==> src/rtl/mult_div_unit.sv <==
`default_nettype none
// ============================================================================
//  Module      : mult_div_unit
//  Description : Multi-cycle multiply/divide unit that owns the architectural
//                HI/LO registers. MULT/MULTU run for MUL_CYCLES cycles and
//                DIV/DIVU for DIV_CYCLES cycles with Busy high. MTHI/MTLO
//                write in a single edge. While Busy is high, HI and LO hold
//                their previous values.
//                Optional feature: define MDU_DIV_EN to build the divider.
//                Without it, DIV/DIVU behave as no-ops.
//  Revision    : 1.0 - initial release
// ============================================================================
module mult_div_unit #(
    parameter int MUL_CYCLES = 5,
    parameter int DIV_CYCLES = 10
) (
    input  logic        clk,
    input  logic        rst_n,
    input  logic [31:0] A,
    input  logic [31:0] B,
    input  logic [2:0]  Op,
    input  logic        Start,
    output logic        Busy,
    output logic [31:0] HI,
    output logic [31:0] LO
);

    localparam logic [1:0] S_IDLE = 2'd0;
    localparam logic [1:0] S_MUL  = 2'd1;
    localparam logic [1:0] S_DIV  = 2'd2;

    localparam logic [3:0] C_MUL_LOAD = 4'(MUL_CYCLES);
    localparam logic [3:0] C_DIV_LOAD = 4'(DIV_CYCLES);

    logic [1:0]  state_q, state_d;
    logic [3:0]  cnt_q, cnt_d;
    logic        busy_q, busy_d;
    logic [31:0] hi_q, hi_d;
    logic [31:0] lo_q, lo_d;
    logic [31:0] a_q, b_q;
    logic        sgn_q;

    // Request decode: only honoured while idle, so requests made while Busy is high are dropped.
    logic w_idle_req;
    logic w_start_mul;
    logic w_start_div;
    logic w_mthi;
    logic w_mtlo;
    logic w_sgn;
    logic w_done;

    assign w_idle_req  = Start && (state_q == S_IDLE);
    assign w_start_mul = w_idle_req && ((Op == 3'd1) || (Op == 3'd2));
`ifdef MDU_DIV_EN
    assign w_start_div = w_idle_req && ((Op == 3'd3) || (Op == 3'd4));
`else
    assign w_start_div = 1'b0;
`endif
    assign w_mthi = w_idle_req && (Op == 3'd5);
    assign w_mtlo = w_idle_req && (Op == 3'd6);
    assign w_sgn  = (Op == 3'd1) || (Op == 3'd3);
    // Final edge of an operation: the counter moves from 1 to 0.
    assign w_done = (state_q != S_IDLE) && (cnt_q == 4'd1);

    // Multiplier: sign- or zero-extend to 64 bits, so one multiply covers both.
    logic [63:0] w_mul_a, w_mul_b, w_prod;
    assign w_mul_a = {{32{sgn_q & a_q[31]}}, a_q};
    assign w_mul_b = {{32{sgn_q & b_q[31]}}, b_q};
    assign w_prod  = w_mul_a * w_mul_b;

`ifdef MDU_DIV_EN
    // Divider on magnitudes. The quotient is negative when the operand signs
    // differ, and the remainder follows the dividend's sign.
    logic [31:0] w_a_mag, w_b_mag, w_q_mag, w_r_mag, w_quo, w_rem;
    assign w_a_mag = (sgn_q && a_q[31]) ? (32'd0 - a_q) : a_q;
    assign w_b_mag = (sgn_q && b_q[31]) ? (32'd0 - b_q) : b_q;
    assign w_q_mag = w_a_mag / w_b_mag;
    assign w_r_mag = w_a_mag % w_b_mag;
    assign w_quo   = (sgn_q && (a_q[31] ^ b_q[31])) ? (32'd0 - w_q_mag) : w_q_mag;
    assign w_rem   = (sgn_q && a_q[31]) ? (32'd0 - w_r_mag) : w_r_mag;
`endif

    // State register: asynchronous reset drops any in-flight operation.
    always_ff @(posedge clk or negedge rst_n) begin
        if (!rst_n) begin
            state_q <= S_IDLE;
            cnt_q   <= 4'd0;
        end else begin
            state_q <= state_d;
            cnt_q   <= cnt_d;
        end
    end

    // Next-state logic: load the latency counter on accept, and count down to completion.
    always_comb begin
        state_d = state_q;
        cnt_d   = cnt_q;
        case (state_q)
            S_IDLE: begin
                if (w_start_mul) begin
                    state_d = S_MUL;
                    cnt_d   = C_MUL_LOAD;
                end else if (w_start_div) begin
                    state_d = S_DIV;
                    cnt_d   = C_DIV_LOAD;
                end
            end
            S_MUL, S_DIV: begin
                cnt_d = cnt_q - 4'd1;
                if (cnt_q == 4'd1) begin
                    state_d = S_IDLE;
                end
            end
            default: begin
                state_d = S_IDLE;
                cnt_d   = 4'd0;
            end
        endcase
    end

    // Output logic: Busy follows the next state, and HI/LO change only on a move or a completion.
    always_comb begin
        busy_d = (state_d != S_IDLE);
        hi_d   = hi_q;
        lo_d   = lo_q;
        if (w_mthi) begin
            hi_d = A;
        end
        if (w_mtlo) begin
            lo_d = A;
        end
        if (w_done && (state_q == S_MUL)) begin
            hi_d = w_prod[63:32];
            lo_d = w_prod[31:0];
        end
`ifdef MDU_DIV_EN
        // A divide by zero still takes the full latency but leaves HI/LO untouched.
        if (w_done && (state_q == S_DIV) && (b_q != 32'd0)) begin
            hi_d = w_rem;
            lo_d = w_quo;
        end
`endif
    end

    // Datapath registers: HI/LO/Busy, and the operands captured at accept.
    always_ff @(posedge clk or negedge rst_n) begin
        if (!rst_n) begin
            busy_q <= 1'b0;
            hi_q   <= 32'd0;
            lo_q   <= 32'd0;
            a_q    <= 32'd0;
            b_q    <= 32'd0;
            sgn_q  <= 1'b0;
        end else begin
            busy_q <= busy_d;
            hi_q   <= hi_d;
            lo_q   <= lo_d;
            if (w_start_mul || w_start_div) begin
                a_q   <= A;
                b_q   <= B;
                sgn_q <= w_sgn;
            end
        end
    end

    assign Busy = busy_q;
    assign HI   = hi_q;
    assign LO   = lo_q;

endmodule
`default_nettype wire

==> config.mk <==
export PLATFORM = sky130hd
export DESIGN_NAME = mult_div_unit
export DESIGN_NICKNAME = d
export VERILOG_FILES = /design/src/rtl/mult_div_unit.sv
export SDC_FILE = /design/constraint.sdc
export NUM_CORES = 2
export LEC_CHECK = 0
export ABC_AREA = 1
export CORE_UTILIZATION = 55
export DETAILED_ROUTE_END_ITERATION = 8
export DONT_BUFFER_PORTS = 1
export PLACE_DENSITY_LB_ADDON = 0.12
export SLEW_MARGIN = 40
export SYNTH_ARGS = -nofsm -noshare
export SYNTH_HDL_FRONTEND = slang
export SYNTH_SLANG_ARGS = --single-unit
==> constraint.sdc <==
create_clock -name clk -period 17.2 [get_ports clk]
set_input_delay 2.58 -clock clk [delete_from_list [all_inputs] [get_ports clk]]
set_output_delay 2.58 -clock clk [all_outputs]
set_load 0.1 [all_outputs]
==> impl_metrics.py <==
metrics = {
    "setup_path": {
        "required_ns": 17.53,
        "slowest_stage": "fa_1",
        "worstSetupPathType": "flop to flop",
        "cp_max_fo": 16,
        "cp-startpoint": "sgn_q",
        "max_stage_delay_ns": 0.63,
        "crit_path_end": "HI[10]",
        "endpoint_kind": "flop",
        "reg2reg_from": "sgn_q",
        "cp-start-kind": "flop",
        "arrival_ns": 8.97,
        "reg2reg_to": "HI[10]",
        "worst_path_most_repeated_cell": "fa_1",
        "r2r_slack_ns": 8.56,
        "r2r_cells": 27,
    },
    "placed_design": {
        "port_buffers": 0,
        "place.gp.congestion": 1.006,
        "dp_hpwl_um": 111100,
    },
    "synthesis": {
        "synth-edff-count": 0,
        "async_flop_share_pct": 100.0,
        "syn-num-nets": 7090,
        "synthFlopType": "dfrtp_1",
        "ys_top_cells_by_area": "fa_1 50%, nand2_1 13%, inv_1 13%",
        "ys_types": 42,
        "yosysWarnings": 0,
        "synth.largest_area_cell": "fa_1",
        "syn_area_um2": 45380,
        "netlist_instances": 5678,
        "ys_seq_elements": 136,
        "synth_seq_area_share_pct": 7.499,
        "synth.avg_cell_area_um2": 7.993,
        "synth_top_area_share_pct": 49.63,
    },
    "routing": {
        "vias": 35409,
        "drc_errors": 0,
        "wl_per_cell_um": 21.25,
        "ant_nets": 0,
        "wl_um": 139200,
        "drtIter0Drc": 2859,
        "firstDrtPassIters": 6,
        "avgViaCountPerCell": 5.405,
    },
    "global_routing": {
        "gr-usage-all-layers_pct": 35.29,
        "grt_pass1_vias": 37296,
        "grt_max_degree": 137,
        "grt_pass1_wl_um": 218700,
        "antenna_found_initial": 5,
        "grt_overflow_total": 0,
    },
    "timing": {
        "setup_viol": 0,
        "slew_headroom_pct": 39.92,
        "hold_viol_final": 0,
        "period_share_pct": 50.25,
        "rsz0062_at_grt": "no",
        "fin_tns_setup_ns": 0,
        "tightest_slew_ns": 0.9012,
        "fmax_mhz": 115.7,
        "fin_crit_ns": 8.644,
        "slew_violations": 0,
        "skew_ns": 0.01964,
    },
    "clocking": {
        "hold_buffers": 0,
        "root_buffer": "clkbuf_16",
        "postCtsResizedCells": 0,
        "cts.path.max_buffers": 2,
        "cts_buffers": 17,
        "cts_setup_buffers": 0,
        "clk_latency_ns": 0.47,
        "clkTransAtPathRegs_ns": 0.08,
        "numClockSinks": 136,
        "cts_max_level": 4,
        "cts_tree": "built",
    },
    "floorplanning": {
        "die_area_um2": 83670,
        "fp.dieH_um": 289.3,
        "io_pins": 135,
        "coreArea_um2": 81070,
        "die_w_um": 289.3,
        "start_util_pct": 55.98,
        "row_count": 104,
    },
    "finish": {
        "multi_input_area_um2": 34830,
        "finish.net_count": 6887,
        "syn_to_final_growth_pct": 3.234,
        "drive_gt1_share_pct": 4.027,
        "seq_area_um2": 3502,
        "final_common_cell": "nand2_1",
        "fillers": 7640,
        "layout.cells.most_common_list": "1611 x nand2_1, 1601 x inv_1, 1125 x fa_1",
    },
    "status": {
        "outcome": "finished clean",
    },
    "hold_path": {
        "hold_path.startpoint": "b_q[25]",
        "hold_path_class": "flop to flop",
    },
    "run": {
        "maxCapViolCount": 0,
    },
}
flip-flops by register name, summed over array words and instances (netlist names):
name     count
cnt_q        4
sgn_q        1
state_q      2
b_q         32
a_q         32
Busy         1
HI          32
LO          32
worst max-delay path: cells and delay by family, from the launching register on:
| kind | cells | cell delay (ns) |
|---|---|---|
| adders and majority gates | 9 | 4.59 |
| buffers and inverters | 8 | 1.68 |
| and+or+nand+nor | 9 | 1.66 |
| DFF | 1 | 0.45 |
| AOI/OAI and AO/OA | 1 | 0.11 |
metrics by stage:
step | setup WS [ns] | area [um^2] | utilization [%] | std cells | hold WS (ns)
floorplan | 9.891 | 45380 | - | 5678 | 0.4517
global placement | 8.603 | 46160 | 56.94 | 6515 | 0.4622
detailed placement | 8.676 | 46230 | 57.02 | 6515 | 0.4700
CTS | 8.615 | 46820 | 57.76 | 6547 | 0.4865
global route | 7.982 | 46850 | 57.79 | 6551 | 0.4994
finish | 8.556 | 46850 | 57.79 | 6551 | 0.4889
cell type report:
type / instances / area share (%)
sequential: 136 / 7.475
inverter: 1608 / 12.88
clock inverter: 15 / 0.3605
clock buffer: 17 / 0.9080
multi-input combinational: 3637 / 74.33
tap: 1060 / 2.831
timing repair buffer: 75 / 1.194
antenna: 3 / 0.01602
worst min path at each step:
stage                           to  slack (ns)  cells past startpoint
after detailed placement    a_q[7]        0.47                      2
after global placement      a_q[9]        0.46                      2
after global routing       a_q[29]        0.50                      2
after floorplan           cnt_q[1]        0.45                      2
final                      b_q[25]        0.49                      2
after CTS                   a_q[7]        0.49                      2
cells by family (layout without fill, tap and decap cells):
| logic type | count (synthesis) | count (layout) | synth area share, % |
|---|---|---|---|
| simple gates | 1980 | 1980 | 17.08 |
| buf+inv | 1905 | 1715 | 15.79 |
| fa+ha+maj | 1342 | 1342 | 55.61 |
| compound gates | 300 | 300 | 3.738 |
| flops | 136 | 136 | 7.499 |
| xor+xnor | 15 | 15 | 0.2895 |
| other cells | 0 | 3 | 0 |
cell usage after synthesis (6+ instances only):
| cell type | n |
|---|---|
| inv_1 | 1603 |
| dfrtp_1 | 136 |
| nor2_1 | 212 |
| clkbuf_1 | 283 |
| xnor2_1 | 6 |
| nand3_1 | 81 |
| buf_2 | 12 |
| a21o_1 | 8 |
| nand2_1 | 1612 |
| or2_2 | 10 |
| o21ai_0 | 110 |
| o21bai_1 | 27 |
| a21oi_1 | 104 |
| nor3_1 | 15 |
| fa_1 | 1125 |
| nand4_1 | 20 |
| xor2_1 | 9 |
| a31oi_1 | 12 |
| o211ai_1 | 23 |
| ha_1 | 217 |
routing by layer:
layer | global-route usage (%) | routed length [um] | vias up
met3 | 4.465 | 10350 | 219
met4 | 10.09 | 4176 | 4
li1 | - | - | 15514
met2 | 59.33 | 68630 | 1422
met5 | 0 | 23 | -
met1 | 48.17 | 56040 | 18250
Power is left out: the tool's default activity adds up to more than one toggle a clock period on the data nets, which glitch-free logic cannot reach.
